## config.mk

```make
export PLATFORM = sky130hd
export DESIGN_NAME = branch_history_cache
export DESIGN_NICKNAME = d
export VERILOG_FILES = /design/src/rtl/bhc_pkg.sv /design/src/rtl/bhc_lru.sv /design/src/rtl/branch_history_cache.sv
export SDC_FILE = /design/constraint.sdc
export NUM_CORES = 1
export LEC_CHECK = 0
export ABC_AREA = 1
export ABC_CLOCK_PERIOD_IN_PS = 15320
export BUFFER_PORTS_ARGS = -buffer_cell sky130_fd_sc_hd__buf_2
export CAP_MARGIN = 20
export CORE_AREA = 2 2 231 233
export CTS_BUF_LIST = sky130_fd_sc_hd__clkbuf_2
export DETAILED_ROUTE_END_ITERATION = 6
export DIE_AREA = 0 0 233 235
export SETUP_SLACK_MARGIN = 0.4
export SYNTH_ARGS = -nofsm -noshare
export SYNTH_HDL_FRONTEND = slang
export SYNTH_SLANG_ARGS = --single-unit
```

## constraint.sdc

```tcl
create_clock -name clk -period 15.32 [get_ports clk]
set_clock_uncertainty 0.2 [all_clocks]
set_input_delay 3.064 -clock clk [delete_from_list [all_inputs] [get_ports clk]]
set_output_delay 3.064 -clock clk [all_outputs]
set_load 0.02 [all_outputs]
```

## src/rtl/bhc_pkg.sv

```systemverilog
// Shared helpers for the branch history cache: width calculation and history shifting.
package bhc_pkg;

    function automatic int bhc_width(input int n);
        return (n <= 1) ? 1 : $clog2(n);
    endfunction

    // Shift a resolved outcome into a history of histW bits (histW < 32).
    function automatic int unsigned bhc_shift_hist(input int unsigned hist,
                                                   input logic        taken,
                                                   input int unsigned histW);
        return ((hist << 1) | {31'b0, taken}) & ((32'd1 << histW) - 32'd1);
    endfunction

endpackage

```

## src/rtl/bhc_lru.sv

```systemverilog
// Per-set LRU age tracker: ages 0 (most recent) .. WAYS-1; picks the replacement victim.
module bhc_lru
    import bhc_pkg::*;
#(
    parameter  int WAYS  = 2,
    localparam int AGE_W = bhc_width(WAYS)
) (
    input  logic             clk,
    input  logic             rst,
    input  logic             flush_i,
    input  logic             upd_en_i,
    input  logic [AGE_W-1:0] touch_way_i,
    input  logic [WAYS-1:0]  valid_i,
    output logic [AGE_W-1:0] victim_o
);

    logic [AGE_W-1:0] age_q [WAYS];
    logic [AGE_W-1:0] age_d [WAYS];
    logic [AGE_W-1:0] touchAge;
    logic [AGE_W-1:0] best;
    logic             found;

    always_comb begin
        age_d    = age_q;
        touchAge = age_q[touch_way_i];
        if (flush_i) begin
            for (int w = 0; w < WAYS; w++) age_d[w] = AGE_W'(w);
        end else if (upd_en_i) begin
            for (int w = 0; w < WAYS; w++) begin
                if (AGE_W'(w) == touch_way_i)
                    age_d[w] = '0;
                else if (age_q[w] < touchAge)
                    age_d[w] = age_q[w] + AGE_W'(1);
            end
        end
    end

    // Invalid ways are filled first; otherwise the oldest way, lowest index on ties.
    always_comb begin
        victim_o = '0;
        found    = 1'b0;
        best     = '0;
        for (int w = 0; w < WAYS; w++) begin
            if (!found && !valid_i[w]) begin
                victim_o = AGE_W'(w);
                found    = 1'b1;
            end
        end
        if (!found) begin
            for (int w = 1; w < WAYS; w++) begin
                if (age_q[w] > age_q[best]) best = AGE_W'(w);
            end
            victim_o = best;
        end
    end

    always_ff @(posedge clk or posedge rst) begin
        if (rst) begin
            for (int w = 0; w < WAYS; w++) age_q[w] <= AGE_W'(w);
        end else begin
            age_q <= age_d;
        end
    end

endmodule

```

## src/rtl/branch_history_cache.sv

```systemverilog
// Set-associative branch history cache with LRU replacement and eviction reporting.
// Define BHC_BYPASS_EN to forward same-cycle updates to a lookup of the same set.
module branch_history_cache
    import bhc_pkg::*;
#(
    parameter int PC_W   = 10,
    parameter int HIST_W = 3,
    parameter int SETS   = 16,
    parameter int WAYS   = 2
) (
    input  logic              clk,
    input  logic              rst,
    input  logic [PC_W-1:0]   pc,
    output logic              read_hit,
    output logic [HIST_W-1:0] read_history,
    input  logic              we,
    input  logic [PC_W-1:0]   update_pc,
    input  logic              branch_taken,
    output logic [HIST_W-1:0] update_history,
    output logic              evict,
    input  logic              flush
);

    localparam int IDX_W = bhc_width(SETS);
    localparam int TAG_W = PC_W - IDX_W;
    localparam int WAY_W = bhc_width(WAYS);

    typedef struct packed {
        logic              valid;
        logic [TAG_W-1:0]  tag;
        logic [HIST_W-1:0] history;
    } entry_t;

    entry_t            mem_q   [SETS][WAYS];
    entry_t            updSet  [WAYS];
    entry_t            lookSet [WAYS];
    logic [WAY_W-1:0]  victimWay [SETS];

    logic [IDX_W-1:0]  rdIdx, updIdx;
    logic [TAG_W-1:0]  rdTag, updTag;
    logic              updHit, updAccept;
    logic [WAY_W-1:0]  hitWay, wrWay;
    logic [HIST_W-1:0] newHist_d;
    logic              evict_d;
    logic              readHit_d;
    logic [HIST_W-1:0] readHist_d;

    logic              readHit_q;
    logic [HIST_W-1:0] readHist_q;
    logic [HIST_W-1:0] updHist_q;
    logic              evict_q;

    assign rdIdx     = pc[IDX_W-1:0];
    assign rdTag     = pc[PC_W-1:IDX_W];
    assign updIdx    = update_pc[IDX_W-1:0];
    assign updTag    = update_pc[PC_W-1:IDX_W];
    assign updAccept = we && !flush;

    always_comb begin
        updHit = 1'b0;
        hitWay = '0;
        for (int w = 0; w < WAYS; w++) begin
            if (mem_q[updIdx][w].valid && mem_q[updIdx][w].tag == updTag) begin
                updHit = 1'b1;
                hitWay = WAY_W'(w);
            end
        end
        wrWay = updHit ? hitWay : victimWay[updIdx];
        if (updHit)
            newHist_d = HIST_W'(bhc_shift_hist(32'(mem_q[updIdx][wrWay].history),
                                               branch_taken, HIST_W));
        else
            newHist_d = {{(HIST_W-1){1'b0}}, branch_taken};
        evict_d = !updHit && mem_q[updIdx][wrWay].valid;
        updSet  = mem_q[updIdx];
        updSet[wrWay] = '{valid: 1'b1, tag: updTag, history: newHist_d};
    end

    // The lookup sees either the stored set or, when forwarding, the set as it will be after this edge.
    always_comb begin
`ifdef BHC_BYPASS_EN
        if (updAccept && updIdx == rdIdx)
            lookSet = updSet;
        else
            lookSet = mem_q[rdIdx];
`else
        lookSet = mem_q[rdIdx];
`endif
        readHit_d  = 1'b0;
        readHist_d = '0;
        for (int w = 0; w < WAYS; w++) begin
            if (lookSet[w].valid && lookSet[w].tag == rdTag) begin
                readHit_d  = 1'b1;
                readHist_d = lookSet[w].history;
            end
        end
    end

    generate
        if (WAYS > 1) begin : g_lru
            for (genvar s = 0; s < SETS; s++) begin : g_set
                logic [WAYS-1:0] validVec;
                always_comb begin
                    validVec = '0;
                    for (int w = 0; w < WAYS; w++) validVec[w] = mem_q[s][w].valid;
                end
                bhc_lru #(.WAYS(WAYS)) u_lru (
                    .clk         (clk),
                    .rst         (rst),
                    .flush_i     (flush),
                    .upd_en_i    (updAccept && updIdx == IDX_W'(s)),
                    .touch_way_i (wrWay),
                    .valid_i     (validVec),
                    .victim_o    (victimWay[s])
                );
            end
        end else begin : g_direct
            for (genvar s = 0; s < SETS; s++) begin : g_set
                assign victimWay[s] = '0;
            end
        end
    endgenerate

    always_ff @(posedge clk or posedge rst) begin
        if (rst) begin
            for (int s = 0; s < SETS; s++)
                for (int w = 0; w < WAYS; w++)
                    mem_q[s][w] <= '0;
        end else if (flush) begin
            for (int s = 0; s < SETS; s++)
                for (int w = 0; w < WAYS; w++)
                    mem_q[s][w].valid <= 1'b0;
        end else if (we) begin
            mem_q[updIdx] <= updSet;
        end
    end

    always_ff @(posedge clk or posedge rst) begin
        if (rst) begin
            readHit_q  <= 1'b0;
            readHist_q <= '0;
            updHist_q  <= '0;
            evict_q    <= 1'b0;
        end else begin
            readHit_q  <= readHit_d;
            readHist_q <= readHist_d;
            if (flush) begin
                updHist_q <= '0;
                evict_q   <= 1'b0;
            end else if (we) begin
                updHist_q <= newHist_d;
                evict_q   <= evict_d;
            end else begin
                evict_q   <= 1'b0;
            end
        end
    end

    assign read_hit       = readHit_q;
    assign read_history   = readHist_q;
    assign update_history = updHist_q;
    assign evict          = evict_q;

endmodule

```

### Word-level counts from Yosys, hierarchy flattened

Index checks and enable logic that the tools add are counted.

| word-level totals | value |
|---|---|
| flip-flop bits (word level) | 360 |
| bits in latches | 0 |
| memory bits (writable) | 0 |
| memory bits (read-only) | 0 |
| bits of input ports | 25 |
| output and inout bits | 8 |
| logic and storage cells | 670 |
| memories | 0 |

| operators by class | value |
|---|---|
| add/subtract/negate cells | 32 |
| multiply operators | 0 |
| div/mod/pow operators | 0 |
| $lt $le $gt $ge | 53 |
| equal/unequal tests | 35 |
| shifts and indexed selects | 0 |
| muxes and demuxes | 288 |
| bitwise gates (word level) | 5 |
| reduce and logical (&&, ||, !) cells | 125 |

Operators by type and width:

| operator | number |
|---|---|
| bitwise mux 320 bit | 1 |
| two-way mux 320 bit | 1 |
| two-way mux 1 bit | 234 |
| binary-select mux 20 bit (select 4 bit) | 2 |
| two-way mux 20 bit | 5 |
| demux 20 bit (select 4 bit) | 1 |
| AND reduction 2 bit | 33 |
| two-way mux 2 bit | 32 |
| nonzero test 3 bit | 16 |
| inequality test 3 x 2 -> 1 bit (second input constant) | 15 |
| logical AND 1 bit | 40 |
| two-way mux 10 bit | 4 |
| nonzero test 2 bit | 17 |
| adder 1 bit (second input constant) | 32 |
| equality test 4 bit (second input constant) | 8 |
| less-than comparator 1 bit | 32 |
| equality test 6 bit | 4 |
| bitwise mux 20 bit | 1 |
| logical NOT 1 bit | 18 |
| equality test 4 x 3 -> 1 bit (second input constant) | 4 |
| greater-than comparator 1 bit | 16 |
| two-way mux 3 bit | 5 |
| demux 10 bit (select 1 bit) | 1 |
| greater-or-equal comparator 5 bit (second input constant) | 2 |
| other kinds (12) | 14 |

### Logic depth before layout (Yosys ltp)

Gate-level depths: netlist of the first run.

| depth | value |
|---|---|
| depth after elaboration | 19 |
| gate-level depth with buffers | 23 |
| gate-level depth less buffers | 19 |

### Modules after synthesis

A second synthesis of the first run with hierarchy kept.

| second synthesis, totals | value |
|---|---|
| cells, all modules | 2970 |
| area total of the unflattened synthesis | 21022.7 um^2 |

Modules (own cells, without submodules):

| module | times used | cells an instance | area each (um^2) | seq. area each (um^2) |
|---|---|---|---|---|
| branch_history_cache | 1 | 2714 | 19080.8 | 8207.9 |
| bhc_lru | 16 | 16 | 121.4 | 51.3 |

### Least setup slack after synthesis of the first run

OpenSTA, ideal clock, no wires.

| timing | value |
|---|---|
| path kind | input to register |
| start | input update_pc[0] |
| end | register mem_q[186] (netlist bit) |
| setup time | 131 ps |
| data arrival time | 4957 ps |
| required time | 14989 ps |
| setup slack | 10032 ps |
| cell stages on the path | 20 |
| buffers on the path | 4 |
| cell sequence | buf_4 -> buf_4 -> nand2_1 -> o21ai_0 -> nand2_1 -> nand2_1 -> nand2_1 -> nand2_1 -> nor2_1 -> nand2_1 -> nand2_1 -> nand2_1 -> nor2_2 -> nand2_1 -> nand2_2 -> buf_4 -> nand3_1 -> nand2_1 -> buf_2 -> o21ai_1 |

| between the ends | value |
|---|---|
| longest elaborated chain between the ends | 16 |
| elaborated cells on any way between the ends | 28 |
| those cells by class | 4 x order compare; 2 x eq/ne; 16 x mux; 2 x bitwise; 4 x reduce/logical |

Ends and longest elaborated chain:

| element | RTL line | text |
|---|---|---|
| from (decl) | branch_history_cache.sv:17 | `input logic [PC_W-1:0] update_pc,` |
| NOT 4 -> 5 bit (not written as such) * | -- |  |
| binary-select mux 20 bit (select 4 bit) | branch_history_cache.sv:63, branch_history_cache.sv:75 |  |
| two-way mux 20 bit (not written as such) (2 in series) | branch_history_cache.sv:63, branch_history_cache.sv:75 |  |
| equality test 6 bit | branch_history_cache.sv:63 | `if (mem_q[updIdx][w].valid && mem_q[updIdx][w].tag == updTag) begin` |
| logical AND 1 bit | branch_history_cache.sv:63 |  |
| two-way mux 1 bit (2 in series) | branch_history_cache.sv:63 |  |
| two-way mux 1 bit | branch_history_cache.sv:68 | `wrWay = updHit ? hitWay : victimWay[updIdx];` |
| NOT 1 -> 2 bit (not written as such) | branch_history_cache.sv:76 | `updSet[wrWay] = '{valid: 1'b1, tag: updTag, history: newHist_d};` |
| greater-or-equal comparator 2 bit (not written as such) or less-than comparator 2 x 1 -> 1 bit (tied branches) | branch_history_cache.sv:76 |  |
| logical AND 1 bit (not written as such) | branch_history_cache.sv:76 |  |
| two-way mux 10 bit (not written as such) | branch_history_cache.sv:76 |  |
| demux 10 bit (select 1 bit) | branch_history_cache.sv:76 |  |
| bitwise mux 20 bit | branch_history_cache.sv:76 |  |
| bitwise mux 320 bit * | branch_history_cache.sv:134 | `mem_q[updIdx] <= updSet;` |
| to (signal, indexed assignment) | branch_history_cache.sv:134 |  |
| to (decl) | branch_history_cache.sv:34 | `entry_t mem_q [SETS][WAYS];` |

Every way passes the cells marked *; elsewhere a longest branch is shown, timed or not. The select of a mux whose other input is x is not followed.
A chain may end at the register's enable or synchronous reset.

### Worst setup path in the final report of the first run

| timing | value |
|---|---|
| start | input update_pc[0] |
| end | register mem_q[153] (netlist bit) |

Same word-level chain as after synthesis.

==> results.txt, run 1 <==
Synth cell types -> 35
Pwr dens -> 106 nW/um2
Die height -> 235 um
Seq cells post-synth -> 360
1st-iter DRT viols -> 2528
Largest family of logic cells by synthesized area -> simple AND/OR/NAND/NOR gates
Global-route wire length before repair -> 123000 um
Antenna violations before repair -> 2
CP cell instances -> buf_2 -> buf_4 -> nand2_2 -> buf_4 -> inv_2 -> nand2_1 -> nand4_1 -> nand2_1 -> nand2_1 -> nor2_1 -> nand2_1 -> nand2_1 -> nor2_2 -> nand2_1 -> nand2_2 -> buf_4 -> nand3_2 -> nand3_1 -> o21ai_0
Simple-gate share of the synthesized area -> 0.288
Maximum root-to-sink buffer count -> 3
Most frequent CP cell -> nand2_1
Post-synth design cell area -> 20700 um2
Critical Path Source Type -> input pin
Slew headroom -> 0.219
Setup_tns -> 0 ns
Worst Path Buf+Inv -> 5
Cells after Synth -> 2952
Resize count post-CTS -> 0
Total track usage -> 0.294
Critical path class -> in -> reg
Hold path depth -> 2
Clock Latency Late Sink -> 1.20 ns
Fin nets -> 2941
Pin count of the biggest net entering global routing -> 134
Post-Synth Adder-Cell Area -> 0
Vias in the first global route -> 20535
Warnings, synthesis -> 0
Worst VDD drop -> 0.0000582 V
H-tree depth -> 3
Compound-Gate Fraction of Synth Area -> 0.183
Worst hold-check path type -> reg -> reg
GR Overflow Total -> 0
RSZ-0062 raised after global routing -> false
FF-to-FF path depth -> 17
Root buffer cell -> clkbuf_2
Fill cells -> 5430
Slew @ Worst Pin -> 1.17 ns
Hold_buf cts -> 0
Share of the synthesized area in the top cell type -> 0.415
Routability cong. -> 0.877
Critical Path Max Stage Delay -> 0.70 ns
Largest cells by area after synthesis -> dfrtp_1 (42%), nand2_1 (16%), o21ai_0 (9.5%)
Final Hold Fails -> 0
Core area -> 52200 um2
TritonCTS clock tree -> done
Detailed placement HPWL -> 46100 um
Crit path setup slack, layout -> 8.58 ns
Area delta synth->final -> 6.68%
CTS Buf Count -> 100
Share of layout cells above drive strength 1 -> 0.100
Max-Cap Viols -> 0
Via count -> 21471
Core Rows -> 84
Clock slew at reported path FFs -> 0.09 ns
Routed WL -> 80700 um
Synthesized Nets -> 2977
P_leak -> 10.9 nW
Slowest stage cell on the critical path -> inv_2
Peak Freq -> 148 MHz
Crit path arrival time -> 7.49 ns
Sequential-to-total area share from yosys stat -> 0.436
Outcome -> finished clean
XOR/XNOR share of the synthesized area -> 0.00211
Crit-path max FO -> 58
DR pass1 iterations -> 6
# IOs -> 33
Die W -> 233 um
Hold Worst Slack -> 0.273 ns
TritonCTS Sinks -> 360
Average vias per placed instance -> 5.83
Mean Syn Cell Area -> 7.02 um2
Post-synth EDFFs -> 0
CP required -> 16.07 ns
Area leader, netlist -> dfrtp_1
Dpl ws -> 7.61 ns
Starting density of the core -> 0.397
IO buf count -> 32
Top FF cell, synth -> dfrtp_1
Tmin final -> 6.74 ns
DRC -> 0
Top delay family on crit path -> buffers and inverters
Post-route ant nets -> 0
Final period utilization -> 0.440
Post-CTS repair timing setup buffer count -> 0
Crit path depth -> 19
Mux share of post-synthesis cell area -> 0
Setup violators final -> 0
Asr flop ratio synth -> 1.00
Die ar. -> 54800 um2
Crit end category -> flop
Max-slew violations -> 0
Drt wl/cell -> 21.9 um
[synth_stat cells (all sizes together) (2+ instances only)]
library cell    n
a21oi         126
a22oi          30
buf            79
clkbuf        135
clkinv          6
dfrtp         344
dfstp          16
inv           241
nand2         925
nand3         323
nand3b          3
nand4          35
nor2          131
nor3            2
o2111ai         2
o211ai         29
o21ai         460
o221ai         16
o22ai          39
xor2            5
[worst reg2reg max path, cell delays in order (launching register included)]
cell and delay, ns:
dfrtp_1 0.39, nand2_1 0.07, o21ai_0 0.09, nand2_1 0.09
nand2_1 0.10, nand2_1 0.07, nand2_1 0.06, nor2_1 0.15
nand2_1 0.07, nand2_1 0.09, nand2_1 0.09, nor2_2 0.24
nand2_1 0.15, nand2_2 0.11, buf_4 0.63, nand3_2 0.51
nand3_1 0.23, o21ai_0 0.11
[registers in the layout (all words and copies together) (netlist names)]
register                 flops
evict                        1
g_lru.g_set.u_lru.age_q     32
g_lru.g_set.validVec        32
mem_q                      288
read_history                 3
read_hit                     1
update_history               3
[worst paths after layout]
| check | startpoint | endpoint | slack [ns] |
|---|---|---|---|
| setup / recovery | update_pc[0] | mem_q[153] | 8.58 |
| hold / removal | g_lru.g_set[11].u_lru.age_q[0] | g_lru.g_set[11].u_lru.age_q[0] | 0.27 |
| setup reg to reg | mem_q[54] | mem_q[153] | 11.67 |
| hold reg to reg | g_lru.g_set[11].u_lru.age_q[0] | g_lru.g_set[11].u_lru.age_q[0] | 0.27 |
| max in group asynchronous | rst | mem_q[208] | 10.87 |
| min in group asynchronous | rst | read_history[0] | 1.85 |
[metal layers]
layer  wire, um  track usage  up-vias
met5          0            0        -
met3       9270       0.0706      288
met1      31500        0.386    10167
met4       4510        0.164        0
met2      35400        0.444     1286
li1           -            -     9730
[stage by stage]
| step | total power [mW] | std cells | area (um2) | utilization |
|---|---|---|---|---|
| 5_1_grt | 2.47 | 3686 | 22100 | 0.423 |
| 3_5_place_dp | 1.61 | 3501 | 21200 | 0.405 |
| 3_3_place_gp | 1.59 | 3501 | 21200 | 0.405 |
| 6_report | 2.34 | 3686 | 22100 | 0.423 |
| 2_1_floorplan | 1.47 | 2952 | 20700 | - |
| 4_1_cts | 2.34 | 3684 | 22100 | 0.423 |
[cell usage in the layout (no fill, tap or decap), types with 5 or more instances in the layout]
| master | instances |
|---|---|
| nand2_1 | 906 |
| o21ai_0 | 394 |
| dfrtp_1 | 344 |
| nand3_1 | 314 |
| inv_1 | 234 |
| clkbuf_2 | 152 |
| a21oi_1 | 126 |
| nor2_1 | 121 |
| o21ai_1 | 66 |
| buf_4 | 43 |
| o22ai_1 | 39 |
| nand4_1 | 35 |
| a22oi_1 | 30 |
| buf_2 | 30 |
| o211ai_1 | 29 |
| clkinv_1 | 27 |
| nand2_2 | 17 |
| o221ai_1 | 16 |
| dfstp_2 | 16 |
| nand3_2 | 9 |
| inv_2 | 8 |
| nor2_2 | 6 |
| xor2_1 | 5 |
[layout make-up]
type / instances / area [um2] / area share
multi-input cells: 2131 / 9840 / 0.445
flip-flops and latches: 360 / 9030 / 0.408
inverters: 247 / 936 / 0.0423
well taps: 688 / 861 / 0.0389
clock buffers: 152 / 761 / 0.0344
repair buffers: 76 / 524 / 0.0237
clock inverters: 31 / 159 / 0.00719
diodes: 1 / 2.50 / 0.000113
[where the power goes]
| group | internal (mW) | leakage (nW) | switching, mW |
|---|---|---|---|
| Sequential | 1.08 | 4.66 | 0.0744 |
| Combinational | 0.138 | 5.55 | 0.317 |
| Clock | 0.282 | 0.705 | 0.449 |
| Total | 1.50 | 10.9 | 0.841 |
[kinds of logic (layout without fill, tap and decap cells)]
| family | after synthesis | count (layout) |
|---|---|---|
| AOI/OAI and AO/OA | 705 | 705 |
| xor gates and xnor gates | 5 | 5 |
| buffers and inverters | 461 | 506 |
| DFF | 360 | 360 |
| other | 0 | 1 |
| and+or+nand+nor | 1421 | 1421 |
(Power assumes the default switching activity.)
==> run 2, diff against run 1 <==
--- a/config.mk
+++ b/config.mk
@@ -6,7 +6,7 @@
 export NUM_CORES = 1
 export LEC_CHECK = 0
 export ABC_AREA = 1
-export ABC_CLOCK_PERIOD_IN_PS = 15320
+export ABC_CLOCK_PERIOD_IN_PS = 6700
 export BUFFER_PORTS_ARGS = -buffer_cell sky130_fd_sc_hd__buf_2
 export CAP_MARGIN = 20
 export CORE_AREA = 2 2 231 233
==> constraint.sdc (replaced) <==
create_clock -name clk -period 6.7 [get_ports clk]
set_clock_uncertainty 0.2 [all_clocks]
set_input_delay 1.34 -clock clk [delete_from_list [all_inputs] [get_ports clk]]
set_output_delay 1.34 -clock clk [all_outputs]
set_load 0.02 [all_outputs]
==> run 2 against run 1 <==
  * The run now ends with design-rule violations left
  * Worst setup slack worse by 6.7 ns
  * Clock-buffer cell count is 7 lower
  * Register-to-register slack worse by 8.6 ns
  * Utilization is 0.19 points higher
  * Sequential share of layout area is 0.18 points lower
  * Final cell count is 0.33% higher
  * Sequential power is 130% higher
  * Die area stayed put
  * Via count is 0.34% higher
  * Sequential cell count stayed put
  * Routed wire length is 0.93% higher
  * Largest power group unchanged
==> results.txt, run 2 (synthesis results as in run 1) <==
Outcome -> finished, violations left
Violated checks -> design-rule violations
Final Hold Fails -> 0 (unchanged)
Most frequent CP cell -> nand2_1
M1 WL -> 32200 um (+2.4%)
IO buf count -> 32 (unchanged)
Pin count of the biggest net entering global routing -> 139 (+3.7%)
Worst VDD drop -> 0.000141 V (+140%)
Antenna violations before repair -> 1 (-1)
TritonCTS Sinks -> 360 (unchanged)
Die W -> 233 um (unchanged)
HP Start -> g_lru.g_set[1].u_lru.age_q[0]
Worst hold-check path type -> reg -> reg
Most common cell after layout, fill and taps aside -> nand2_1
Cell Count, Final, Fillers Out -> 3698 (+0.33%)
Crit-path max FO -> 21 (-64%)
Max-slew violations -> 0 (unchanged)
Slowest stage cell on the critical path -> nor2_4
Slew @ Worst Pin -> 1.20 ns (+0.0272 ns)
CP required -> 7.39 ns (-8.68 ns)
H-tree depth -> 3 (unchanged)
Share of layout cells above drive strength 1 -> 0.103 (+0.00263)
FF-to-FF path depth -> 17 (unchanged)
Drt wl/cell -> 22.0 um (+0.60%)
# IOs -> 33 (unchanged)
Post-CTS repair timing setup buffer count -> 0 (unchanged)
Core area -> 52200 um2 (unchanged)
1st-iter DRT viols -> 2578 (+2.0%)
Clock slew at reported path FFs -> 0.08 ns (about the same)
Setup violators final -> 0 (unchanged)
FF-to-FF Start -> mem_q[255]
Hold_buf cts -> 1 (+1)
R2r endpoint -> mem_q[295]
Most frequent cells in the layout -> nand2_1 (906), o21ai_0 (394), dfrtp_1 (344)
Met2 routed WL -> 35700 um (+0.82%)
Via count -> 21545 (+0.34%)
Met3 wire len -> 8980 um (-3.2%)
Die ar. -> 54800 um2 (unchanged)
Core Rows -> 84 (unchanged)
P_leak -> 11.0 nW (+0.54%)
Hold Path End -> g_lru.g_set[1].u_lru.age_q[0]
Critical Path Max Stage Delay -> 0.45 ns (-0.25 ns)
Clock Latency Late Sink -> 1.19 ns (about the same)
Slew headroom -> 0.201 (-0.0182)
Maximum root-to-sink buffer count -> 3 (unchanged)
RSZ-0062 raised after global routing -> false
Worst R2R Setup Slack -> 3.04 ns (-8.63 ns)
GR Overflow Total -> 0 (unchanged)
Peak Freq -> 208 MHz
Final period utilization -> 0.717
Global-route wire length before repair -> 124000 um (+1.1%)
Resize count post-CTS -> 0 (unchanged)
Root buffer cell -> clkbuf_2
Detailed placement HPWL -> 48200 um (+4.6%)
Max-Cap Viols -> 0 (unchanged)
Critical path class -> in -> reg
DRC -> 10 (+10)
Pwr dens -> 239 nW/um2 (+130%)
TritonCTS clock tree -> done
CP cell instances -> buf_2 -> inv_2 -> nor2_4 -> buf_4 -> nand2_1 -> nand3_1 -> o21ai_1 -> nand2_1 -> nor2_1 -> nor2_1 -> nand2_1 -> nor2_2 -> nand2_1 -> nand2_2 -> buf_4 -> nand3_2 -> nand3_1 -> o21ai_0
Area delta synth->final -> 7.16%
Die height -> 235 um (unchanged)
Placed Cells incl. Taps -> 3517 (+0.46%)
Tmin final -> 4.80 ns
Multi-input gate area -> 9840 um2 (unchanged)
DR pass1 iterations -> 7 (+1)
Average vias per placed instance -> 5.83 (about the same)
Setup_tns -> 0 ns (unchanged)
Max Used Layer -> met4
Vias in the first global route -> 20831 (+1.4%)
Critical Path Source Type -> input pin
Routed WL -> 81500 um (+0.93%)
Max reg flops -> 288 (unchanged)
Total track usage -> 0.297 (+0.00312)
Post-route ant nets -> 0 (unchanged)
Starting density of the core -> 0.397 (unchanged)
Reg area -> 9030 um2 (unchanged)
CTS Buf Count -> 98 (-2.0%)
Largest Register -> mem_q
Fin nets -> 2956 (+0.51%)
Crit end category -> flop
Fill cells -> 5396 (-0.63%)
Hold path depth -> 2 (unchanged)
Crit path arrival time -> 5.49 ns (-2.00 ns)
Routability cong. -> 0.926 (+5.6%)
[run 2: area by class of cell]
| class | instances | area share |
|---|---|---|
| tap | 688 | 0.0388 |
| multi-input combinational | 2131 | 0.443 |
| sequential | 360 | 0.407 |
| clock buffer | 145 | 0.0327 |
| antenna | 2 | 0.000225 |
| inverter | 247 | 0.0420 |
| clock inverter | 32 | 0.00710 |
| timing repair buffer | 93 | 0.0298 |
[run 2: where the power goes]
group	total [mW]	switching (mW)	internal, mW
sequential	2.63	0.171	2.46
clock	1.64	1.02	0.619
combinational	1.05	0.726	0.320
total	5.31	1.91	3.40
[run 2: worst max-delay path by stage]
stage,cells past startpoint,endpoint,startpoint
3_3_place_gp,18,mem_q[216],update_pc[0]
3_5_place_dp,18,mem_q[135],update_pc[0]
4_1_cts,18,mem_q[135],update_pc[0]
2_1_floorplan,1,evict,rst
6_report,18,mem_q[295],update_pc[0]
5_1_grt,19,mem_q[215],update_pc[0]
[run 2: worst max-delay path, delay by kind of cell]
kind	cells	cell delay [ns]
AO/OA/AOI/OAI	2	0.21
AND/OR/NAND/NOR	12	2.33
buffers and inverters	4	1.54
[run 2: through the flow]
stage / hold slack [ns] / cell area [um2] / power, mW / utilization / worst slack, ns
finish: 0.278 / 22200 / 5.31 / 0.425 / 1.90
global route: 0.298 / 22200 / 5.63 / 0.425 / 1.76
CTS: 0.261 / 22200 / 5.32 / 0.425 / 2.14
detailed placement: 0.265 / 21300 / 3.69 / 0.407 / 0.971
global placement: 0.258 / 21300 / 3.66 / 0.407 / 1.05
floorplan: 0.249 / 20700 / 3.37 / - / 0.347
[run 2: metal layers]
metal	up-vias	track usage
li1	9773	-
met1	10276	0.384
met2	1234	0.450
met3	262	0.0756
met4	0	0.170
met5	-	0
